File: config.mk
export PLATFORM = sky130hd
export DESIGN_NAME = cursor_input
export DESIGN_NICKNAME = d
export VERILOG_FILES = /design/src/rtl/cursor_input.sv
export SDC_FILE = /design/constraint.sdc
export NUM_CORES = 1
export LEC_CHECK = 0
export CORE_ASPECT_RATIO = 1.25
export CORE_MARGIN = 5
export CORE_UTILIZATION = 45
export CTS_CLUSTER_SIZE = 12
export DETAILED_ROUTE_END_ITERATION = 6
export GPL_TIMING_DRIVEN = 1
export HOLD_SLACK_MARGIN = 0.05
export SLEW_MARGIN = 20
export SYNTH_ARGS = -nofsm -noshare
export SYNTH_HDL_FRONTEND = slang
export SYNTH_HIERARCHICAL = 1
export SYNTH_SLANG_ARGS = --single-unit
File: constraint.sdc
create_clock -name clock -period 5 [get_ports clock]
set_input_delay 1.5 -clock clock [delete_from_list [all_inputs] [get_ports clock]]
set_output_delay 1.5 -clock clock [all_outputs]
set_load 0.01 [all_outputs]
File: src/rtl/cursor_input.sv
// cursor_input: synchronises and debounces the cursor keys and put switch, tracks a wrapping
// board cursor and emits single-cycle move and put strobes.
module cursor_debounce #(
  parameter int DEBOUNCE_CYCLES = 500000,
  parameter bit INIT = 1'b0
) (
  input  logic clock,
  input  logic resetn,
  input  logic raw,
  output logic synced,
  output logic stable,
  output logic change
);
  localparam int CW = $clog2(DEBOUNCE_CYCLES + 1);
  localparam logic [CW-1:0] LAST = CW'(DEBOUNCE_CYCLES - 1);
  logic s1;
  logic [CW-1:0] cnt;
  assign change = (synced != stable) && (cnt == LAST);
  always_ff @(posedge clock or negedge resetn) begin
    if (!resetn) begin
      s1 <= INIT;
      synced <= INIT;
      stable <= INIT;
      cnt <= '0;
    end else begin
      s1 <= raw;
      synced <= s1;
      stable <= change ? synced : stable;
      cnt <= (synced == stable || change) ? '0 : cnt + 1'b1;
    end
  end
endmodule

module cursor_input #(
  parameter int BOARD_SIZE = 15,
  parameter int DEBOUNCE_CYCLES = 500000
) (
  input  logic       clock,
  input  logic       resetn,
  input  logic       key_right_n,
  input  logic       key_down_n,
  input  logic       put_sw,
  input  logic       lock,
  output logic [7:0] coordi,
  output logic       put,
  output logic [7:0] put_coordi,
  output logic       move_evt
);
  localparam logic [3:0] LAST = 4'(BOARD_SIZE - 1);
  logic r_sync, r_stable, r_change;
  logic d_sync, d_stable, d_change;
  logic p_sync, p_stable, p_change;
  logic put_armed;
  logic [1:0] primed;
  logic [3:0] row, col;
  logic right_evt, down_evt, put_evt;
  cursor_debounce #(.DEBOUNCE_CYCLES(DEBOUNCE_CYCLES), .INIT(1'b1)) u_right (
    .clock(clock), .resetn(resetn), .raw(key_right_n),
    .synced(r_sync), .stable(r_stable), .change(r_change)
  );
  cursor_debounce #(.DEBOUNCE_CYCLES(DEBOUNCE_CYCLES), .INIT(1'b1)) u_down (
    .clock(clock), .resetn(resetn), .raw(key_down_n),
    .synced(d_sync), .stable(d_stable), .change(d_change)
  );
  cursor_debounce #(.DEBOUNCE_CYCLES(DEBOUNCE_CYCLES), .INIT(1'b0)) u_put (
    .clock(clock), .resetn(resetn), .raw(put_sw),
    .synced(p_sync), .stable(p_stable), .change(p_change)
  );
  assign right_evt = r_change && r_stable && !r_sync && !lock;
  assign down_evt = d_change && d_stable && !d_sync && !lock;
  assign put_evt = p_change && !p_stable && p_sync && put_armed && !lock;
  assign coordi = {row, col};
  // Arming waits until the synchroniser holds real samples, so a switch held high through reset
  // is never mistaken for a low level.
  always_ff @(posedge clock or negedge resetn) begin
    if (!resetn) begin
      primed <= 2'b00;
      put_armed <= 1'b0;
      row <= 4'd0;
      col <= 4'd0;
      move_evt <= 1'b0;
      put <= 1'b0;
      put_coordi <= 8'h00;
    end else begin
      primed <= {primed[0], 1'b1};
      put_armed <= put_armed || (primed[1] && !p_stable && !p_sync);
      col <= right_evt ? ((col == LAST) ? 4'd0 : col + 4'd1) : col;
      row <= down_evt ? ((row == LAST) ? 4'd0 : row + 4'd1) : row;
      move_evt <= right_evt || down_evt;
      put <= put_evt;
      put_coordi <= put_evt ? {row, col} : put_coordi;
    end
  end
endmodule

==> run_results.csv, run 1 <==
group,metric,value,unit
run_status,status,"complete, no violations",
global_route,grt_pass1_vias,2929,
route,avgViaCountPerCell,5.272,
sta,fin_skew,0.007912,ns
final_layout,drive_gt1_frac,0.1329,
synthesis,syn-num-nets,389,
place,placedCellCount,521,
global_route,grt_max_degree,74,
final_layout,nets,418,
sta,fin_hold_ws,0.3534,ns
synthesis,yosys-top-cells-area,"dfrtp_1 (49%), nor2_1 (4.8%), xnor2_1 (4.6%)",
clock_network,cts_tree,"built",
floorplan,rows,39,
floorplan,dieArea,0.01125,sq mm
worst_setup_path,cp_data_required_time,3.50,ns
worst_setup_path,criticalPathCategory,"register to primary output",
floorplan,io_pins,24,
synthesis,synth_top_cell_by_area,"dfrtp_1",
floorplan,start_util,0.4570,
worst_setup_path,crit_chain,"clkdlybuf4s50_1",
final_layout,areaGrowthSynthToFinish,14.99,%
global_route,grt_usage,0.1472,
sta,worst-slew-pin-transition,1.029,ns
worst_setup_path,cpMaxStageDelayCell,"clkdlybuf4s50_1",
clock_network,cts_resized,0,
final_layout,antenna_cells,0,
global_route,grtUsageMet1,0.1726,
global_route,grt_pass1_wl,13.25,mm
global_route,antenna_found_initial,0,
floorplan,core,0.009076,sq mm
global_route,grt_use_met3,0.04545,
synthesis,syn_area,0.004148,sq mm
sta,max_slew_margin,0.3120,
sta,setup_viol,0,
worst_setup_path,critPathMaxFanout,9,
worst_setup_path,critical_path.max_stage_delay,0.60,ns
place,post-dp-hpwl,5.030,mm
clock_network,clkTransAtPathRegs,0.07,ns
final_layout,final_cells,537,
clock_network,cts_sinks,87,
worst_setup_path,endpoint_kind,"primary output",
sta,period_needed,2.919,ns
worst_setup_path,crit_buf_inv,1,
synthesis,synthCells,380,
sta,fmax,342.6,MHz
synthesis,synthArstFlopShare,1.000,
sta,post-route-period-util,0.5837,
clock_network,root_buffer,"clkbuf_16",
clock_network,post_cts_buffers,0,
sta,rsz0062_at_grt,"false",
sta,finalMaxSlewViolations,0,
synthesis,synth-seq-cells,87,
global_route,use_met2,0.2466,
place,gp_congestion,0.7227,
clock_network,postCtsHoldBufs,0,
synthesis,synth-edff-count,0,
synthesis,ys.flop_type,"dfrtp_1",
synthesis,yosysMostFrequentCell,"dfrtp_1",
floorplan,die_w,95.87,um
worst_hold_path,min_path_type,"register to register",
route,vias,2831,
power_and_ir_drop,power.density,300.1,mW/mm^2
route,ant_nets,0,
power_and_ir_drop,ir_worst_vdd,0.1712,mV
final_layout,fill_cells,843,
clock_network,cts_buffers,9,
route,routed_wl,7.409,mm
clock_network,cts_max_level,3,
route,wl_per_cell,13.80,um
sta,tns,0,ns
clock_network,clockBufferDepth,2,
route,drt_iter0_drc,145,
final_layout,multi_input_area,0.001867,sq mm
power_and_ir_drop,power.leakage,1.994,nW
synthesis,yosys_warnings,6,
worst_setup_path,cp.arrival,1.42,ns
flow_run,max_cap_viol_count,0,
synthesis,synth_top_area_frac,0.4887,
final_layout,layout.area.seq,0.002185,sq mm
clock_network,clk_latency,0.34,ns
route,dr.pass1.iters,4,
floorplan,dieHeight,117.3,um
worst_setup_path,critPathLaunchType,"register",
global_route,grt_overflow,0,
worst_setup_path,path_delay_family,"buffers and inverters",
global_route,busiest_layer,"met2",
route,drcViolationCount,0,
sta,finalHoldViolCount,0,
synthesis,synth_common_cells,"dfrtp_1 (81), nor2_1 (53), nand3_1 (23)",
synthesis,yosysSeqAreaShare,0.5267,
place,portBuffers,23,
synthesis,yosysUniqueCellTypes,39,
synthesis,avgSynthCellArea,10.92,sq um
stage by stage:
step / total power, mW / area [sq um] / setup slack (ns) / utilization
5_1_grt: 1.494 / 4770 / 1.994 / 0.5255
3_3_place_gp: 0.7782 / 4471 / 2.099 / 0.4926
3_5_place_dp: 0.7794 / 4471 / 2.067 / 0.4926
2_1_floorplan: 0.7565 / 4148 / 2.711 / -
4_1_cts: 1.457 / 4770 / 2.061 / 0.5255
6_report: 1.431 / 4770 / 2.081 / 0.5255
placed cells by master (no fill, tap or decap), types with 2 or more instances in the layout:
cell	count
nand2_1	18
nor2_1	53
or3_1	11
clkdlybuf4s50_1	22
mux2_4	2
a311oi_1	2
nand4_1	16
and2_1	3
and3_1	6
nand4bb_1	2
inv_1	8
dfstp_2	6
o21ai_0	19
a21o_1	3
buf_4	2
o31ai_1	3
or2_2	3
a21oi_1	16
o21ai_1	2
nand3_1	23
or4_1	4
nand4_4	3
dfrtp_1	81
o41ai_4	3
nor4_1	10
xor2_1	18
nor3_1	6
ha_1	3
clkinvlp_4	3
or4_4	2
and4bb_4	2
nand3_2	2
xnor2_1	22
clkbuf_16	9
and4_2	3
mux2_2	11
nor2b_1	5
per-layer routing:
| layer | share of wire | routed length (um) |
|---|---|---|
| met1 | 0.44 | 3223 |
| met2 | 0.52 | 3876 |
| met3 | 0.023 | 167 |
| met4 | 0.019 | 142 |
| met5 | 0 | 0 |
sequential cells by signal (all words and copies together), names as in the netlist, 2 cells and up:
signal and flops:
u_right/cnt 19, u_put/cnt 19, row 4, put_coordi 8, col 4, primed 2, u_down/cnt 19
worst paths after layout:
path | cells past startpoint | from | slack, ns | to
setup / recovery | 1 | row[0] | 2.08 | coordi[4]
hold / removal | 0 | primed[0] | 0.35 | primed[1]
setup reg to reg | 7 | u_put/cnt[9] | 2.55 | put_coordi[3]
hold reg to reg | 0 | primed[0] | 0.35 | primed[1]
max in group asynchronous | 2 | resetn | 2.95 | u_right/cnt[3]
min in group asynchronous | 1 | resetn | 1.30 | u_down/cnt[4]
final cells by class:
cell class / count / area share
clock buffer: 10 / 0.04801
clock inverter: 6 / 0.01469
inverter: 8 / 0.006296
multi-input combinational: 279 / 0.3914
sequential: 87 / 0.4580
tap: 123 / 0.03227
timing repair buffer: 24 / 0.04932
logic make-up after synthesis:
kind of cell,Yosys count,synth area share
AND/OR/NAND/NOR,174,0.2389
XOR/XNOR,40,0.08446
adder cells (fa/ha/maj),3,0.009051
flip-flops,87,0.5267
AO/OA/AOI/OAI,48,0.07964
multiplexers,13,0.03710
other,1,0.0009041
buffers and inverters,14,0.02323
report_power, final:
part	internal (mW)	leakage [nW]	switching, mW
clock	0.390	0.135	0.277
sequential	0.714	1.17	0.00833
combinational	0.0132	0.686	0.0282
Note: power is estimated with default switching activity, not from simulation.
==> run 2: changes to the inputs <==
- clock period: 5 -> 2.73 ns (I/O delays scaled with it)
==> run_results.csv, run 2 (synthesis results as in run 1) <==
group,metric,value,unit
sta,fmax,411.9,MHz
route,wl_per_cell,13.91,um
final_layout,antenna_cells,0,
floorplan,die_w,95.87,um
route,drt_iter0_drc,127,
floorplan,dieArea,0.01125,sq mm
worst_setup_path,critPathLaunchType,"register",
route,ant_nets,0,
clock_network,root_buffer,"clkbuf_16",
worst_setup_path,cpMaxStageDelayCell,"dfrtp_1",
worst_setup_path,cp.arrival,2.65,ns
clock_network,clockBufferDepth,2,
sta,rsz0062_at_grt,"false",
clock_network,post_cts_buffers,0,
power_and_ir_drop,power.density,532.9,mW/mm^2
final_layout,areaGrowthSynthToFinish,15.84,%
place,post-dp-hpwl,5.287,mm
worst_hold_path,worstHoldStart,"u_put/s1",
worst_setup_path,rr_startpoint,"u_put/cnt[9]",
final_layout,layout_common_cells,"dfrtp_1 (81), nor2_1 (53), nand3_1 (23), clkdlybuf4s50_1 (22), xnor2_1 (22)",
power_and_ir_drop,finalPower,2.560,mW
final_layout,fill_cells,846,
final_layout,top_regs,"u_down/cnt x19, u_put/cnt x19, u_right/cnt x19",
worst_setup_path,criticalPathCategory,"register to register",
worst_setup_path,critical_path.max_stage_delay,0.42,ns
route,avgViaCountPerCell,5.273,
route,routed_wl,7.540,mm
clock_network,cts_resized,0,
global_route,grt_usage,0.1500,
floorplan,start_util,0.4570,
sta,finalHoldViolCount,0,
sta,setup_viol,0,
clock_network,cts_tree,"built",
final_layout,nets,423,
power_and_ir_drop,power.leakage,2.020,nW
route,dr.pass1.iters,4,
global_route,grt_pass1_vias,2974,
clock_network,clk_latency,0.34,ns
route,drcViolationCount,0,
floorplan,rows,39,
route,vias,2858,
worst_setup_path,endpoint_kind,"register",
worst_setup_path,crit_chain,"nor4_1 -> nand4_1 -> nor4_1 -> and2_1 -> nand4b_1 -> nor2_4 -> mux2_2",
power_and_ir_drop,ir_worst_vdd,0.3197,mV
global_route,grt_max_degree,38,
floorplan,dieHeight,117.3,um
clock_network,clkTransAtPathRegs,0.07,ns
worst_setup_path,critPathMaxFanout,9,
global_route,antenna_found_initial,0,
clock_network,cts_buffers,9,
sta,post-route-period-util,0.8893,
clock_network,cts_max_level,3,
flow_run,max_cap_viol_count,0,
worst_hold_path,min_path_type,"register to register",
final_layout,final_common_cell,"dfrtp_1",
global_route,grt_overflow,0,
floorplan,io_pins,24,
sta,tns,0,ns
place,gp_congestion,0.8166,
final_layout,drive_gt1_frac,0.1432,
place,portBuffers,23,
sta,finalMaxSlewViolations,0,
floorplan,core,0.009076,sq mm
sta,period_needed,2.428,ns
sta,fin_skew,0.006491,ns
worst_setup_path,crit_top_cell,"nor4_1",
clock_network,cts_sinks,87,
run_status,status,"complete, no violations",
worst_setup_path,crit_path_start,"u_put/cnt[9]",
worst_setup_path,cp_data_required_time,2.95,ns
clock_network,postCtsHoldBufs,0,
global_route,grt_pass1_wl,13.61,mm
run 2: final cells by class:
cell class / count / area (sq um) / area share
repair buffers: 29 / 285.3 / 0.05938
well taps: 123 / 153.9 / 0.03203
multi-input cells: 279 / 1867 / 0.3885
inverters: 8 / 30.03 / 0.006250
clock inverters: 5 / 41.29 / 0.008594
clock buffers: 11 / 242.7 / 0.05052
flip-flops and latches: 87 / 2185 / 0.4547
run 2: metal layers:
layer,global-route usage,routed length [um],vias up
li1,-,-,1426
met1,0.1865,3390,1406
met2,0.2488,3910,19
met3,0.03457,148,7
met4,0.05783,90,0
met5,0,0,-
run 2: worst paths after layout:
kind | to | slack, ns | cells after the start
worst max-delay path | put_coordi[0] | 0.30 | 7
worst min-delay path | u_put/synced | 0.34 | 0
worst max register to register | put_coordi[0] | 0.30 | 7
worst min register to register | u_put/synced | 0.34 | 0
max in group asynchronous | u_right/synced | 1.60 | 2
min in group asynchronous | u_down/cnt[2] | 0.45 | 1
run 2: metrics by stage:
| step | setup WS [ns] | hold WS [ns] | std cells | util | cell area (sq um) |
|---|---|---|---|---|---|
| after global routing | 0.1533 | 0.3529 | 542 | 0.5294 | 4805 |
| after detailed placement | 0.2849 | 0.3347 | 526 | 0.4981 | 4521 |
| final | 0.3021 | 0.3448 | 542 | 0.5294 | 4805 |
| after global placement | 0.3861 | 0.3325 | 526 | 0.4981 | 4521 |
| after CTS | 0.2787 | 0.3468 | 542 | 0.5294 | 4805 |
| after floorplan | 0.5534 | 0.3312 | 380 | - | 4148 |
run 2: critical path, delay by kind of cell, from the launching register on:
| family | cells | cell delay (ns) |
|---|---|---|
| muxes | 1 | 0.37 |
| DFF | 1 | 0.42 |
| and+or+nand+nor | 6 | 1.52 |
run 2: where the power goes:
group | switching, mW | internal [mW]
Clock | 0.503 | 0.650
Combinational | 0.0530 | 0.0305
Sequential | 0.0155 | 1.31
Total | 0.572 | 1.99
==> RTL edit (settings of run 2) <==
`DEBOUNCE_CYCLES` is set to 500000 in 2 places; all go to 250000.
--- a/src/rtl/cursor_input.sv
+++ b/src/rtl/cursor_input.sv
@@ -1,7 +1,7 @@
 // cursor_input: synchronises and debounces the cursor keys and put switch, tracks a wrapping
 // board cursor and emits single-cycle move and put strobes.
 module cursor_debounce #(
-  parameter int DEBOUNCE_CYCLES = 500000,
+  parameter int DEBOUNCE_CYCLES = 250000,
   parameter bit INIT = 1'b0
 ) (
   input  logic clock,
@@ -33,7 +33,7 @@
 
 module cursor_input #(
   parameter int BOARD_SIZE = 15,
-  parameter int DEBOUNCE_CYCLES = 500000
+  parameter int DEBOUNCE_CYCLES = 250000
 ) (
   input  logic       clock,
   input  logic       resetn,
Formal check against the unedited RTL: no difference found for any inputs over 10 cycles, from zero or initial values and one cycle with resetn low; that may be too few to reach the edited logic, so the function may still have changed.
==> RTL edit against run 2 <==
  * Power down 15%
  * Routed wire length down 5.6%
  * Worst setup slack better by 43 ps
  * Sequential power down 3%
  * Sequential share of layout area up 1.5 points
  * Clock skew up 11 ps
  * Cell area down 6.5%
  * Clock power down 28%
  * Synthesized cell count down 7.1%
  * Area after synthesis down 6.4%
  * Sequential cell count down 3
  * Count of clock-buffer cells in the layout down 1
  * Critical path type unchanged
  * Critical endpoint is now put_coordi[5]$_DFFE_PN0P_
==> RTL edit: results (changes against run 2) <==
Finish
  – Layout cells sized above 1: 0.1504 (was 0.1432)
  – Non-Filler Instances: 499 (was 542)
  – Fillers: 791 (was 846)
  – Nets@finish: 403 (was 423)
  – Biggest regs: u_down/cnt (18), u_put/cnt (18), u_right/cnt (18) (was u_down/cnt (19), u_put/cnt (19), u_right/cnt (19))

Detailed routing
  – DR iter-0 viols: 101 (was 127)
  – Met3 wire len: 205 µm (was 148 µm)
  – Total wire length: 7120 µm (was 7540 µm)
  – Vias: 2,653 (was 2,858)

Worst setup path
  – Reg-to-reg endpoint: put_coordi[5]$_DFFE_PN0P_ (was put_coordi[0]$_DFFE_PN0P_)
  – Slowest cell delay on critical path: 470 ps (was 420 ps)
  – Start point of the critical path: u_put/cnt[5]$_DFF_PN0_ (was u_put/cnt[9]$_DFF_PN0_)
  – R2r setup slk: 340 ps (was 300 ps)

Power and ir drop
  – VDD IR-drop max: 247.9 µV (was 319.7 µV)
  – Leak: 0.001826 µW (was 0.002020 µW)

Yosys
  – Top cells by area, synth: dfrtp_1, xnor2_1, nor2_1 (was dfrtp_1, nor2_1, xnor2_1)
  – Synth cell types: 35 (was 39)
  – Top post-synthesis cells by count: dfrtp_1, nor2_1, xnor2_1, nand3_1, nand2_1 (was dfrtp_1, nor2_1, nand3_1, xnor2_1, o21ai_0)
  – Syn nets: 362 (was 389)

CTS
  – Clk_lat worst skew: 370 ps (was 340 ps)

Place
  – Post-placement cell count: 483 (was 526)
  – Final HPWL DP: 4983 µm (was 5287 µm)

Global routing
  – GRT Resource Usage Total: 0.1505 (was 0.1500)
  – First-pass GRT wire length: 12,730 µm (was 13,610 µm)

Outcome
  – Status: finished clean (unchanged)
-- RTL edit: how the worst max path moves through the flow --
stage / cells past startpoint / endpoint / slack (ps)
after floorplan: 7 / put_coordi[0]$_DFFE_PN0P_ / 430
after global placement: 7 / put_coordi[1]$_DFFE_PN0P_ / 370
after detailed placement: 7 / put_coordi[0]$_DFFE_PN0P_ / 340
after CTS: 7 / put_coordi[5]$_DFFE_PN0P_ / 340
after global routing: 7 / row[0]$_DFFE_PN0P_ / 180
final: 7 / put_coordi[5]$_DFFE_PN0P_ / 340
-- RTL edit: final cells by class --
class / instances / area (µm²) / area share
Clock buffer: 10 / 137.6 / 0.03065
Clock inverter: 6 / 46.29 / 0.01031
Inverter: 9 / 33.78 / 0.007523
Multi-Input combinational cell: 257 / 1723 / 0.3837
Sequential cell: 84 / 2110 / 0.4698
Tap cell: 100 / 125.1 / 0.02786
Timing Repair Buffer: 33 / 315.3 / 0.07021
-- RTL edit: power breakdown --
part	internal (µW)	leakage, µW	switching [µW]
Sequential	1260	0.00113	14.2
Combinational	29.8	0.000606	47.5
Clock	361	0.0000893	464
Total	1650	0.00183	525
-- RTL edit: kinds of logic after synthesis --
group                      share of synthesized area
muxes                                        0.03965
AOI/OAI and AO/OA                            0.04610
xor gates and xnor gates                      0.1083
adders and majority gates                   0.009672
buffers and inverters                        0.01257
DFF                                           0.5435
and+or+nand+nor                               0.2392
other                                      0.0009662
-- RTL edit: routing by layer --
layer  GRT usage  vias to the layer above
met5           0                        -
met4     0.05572                        0
met2      0.2494                       22
li1            -                     1324
met1      0.1867                     1297
met3     0.04354                       10
-- RTL edit: worst max-delay path: cells and delay by family (launching register included) --
kind	cells	cell delay [ps]
AND/OR/NAND/NOR	6	1470
flip-flops	1	460
multiplexers	1	370
-- RTL edit: through the flow --
| stage | utilization | hold slack, ps | setup slack, ps | power [µW] | instance area, µm² |
|---|---|---|---|---|---|
| 2_1_floorplan | - | 331.2 | 426.4 | 1328 | 3881 |
| 3_3_place_gp | 0.5032 | 336.3 | 368.6 | 1380 | 4307 |
| 3_5_place_dp | 0.5032 | 338.6 | 342.9 | 1381 | 4307 |
| 4_1_cts | 0.5247 | 299.1 | 342.4 | 2217 | 4491 |
| 5_1_grt | 0.5247 | 295.7 | 178.9 | 2289 | 4491 |
| 6_report | 0.5247 | 310.0 | 344.9 | 2179 | 4491 |
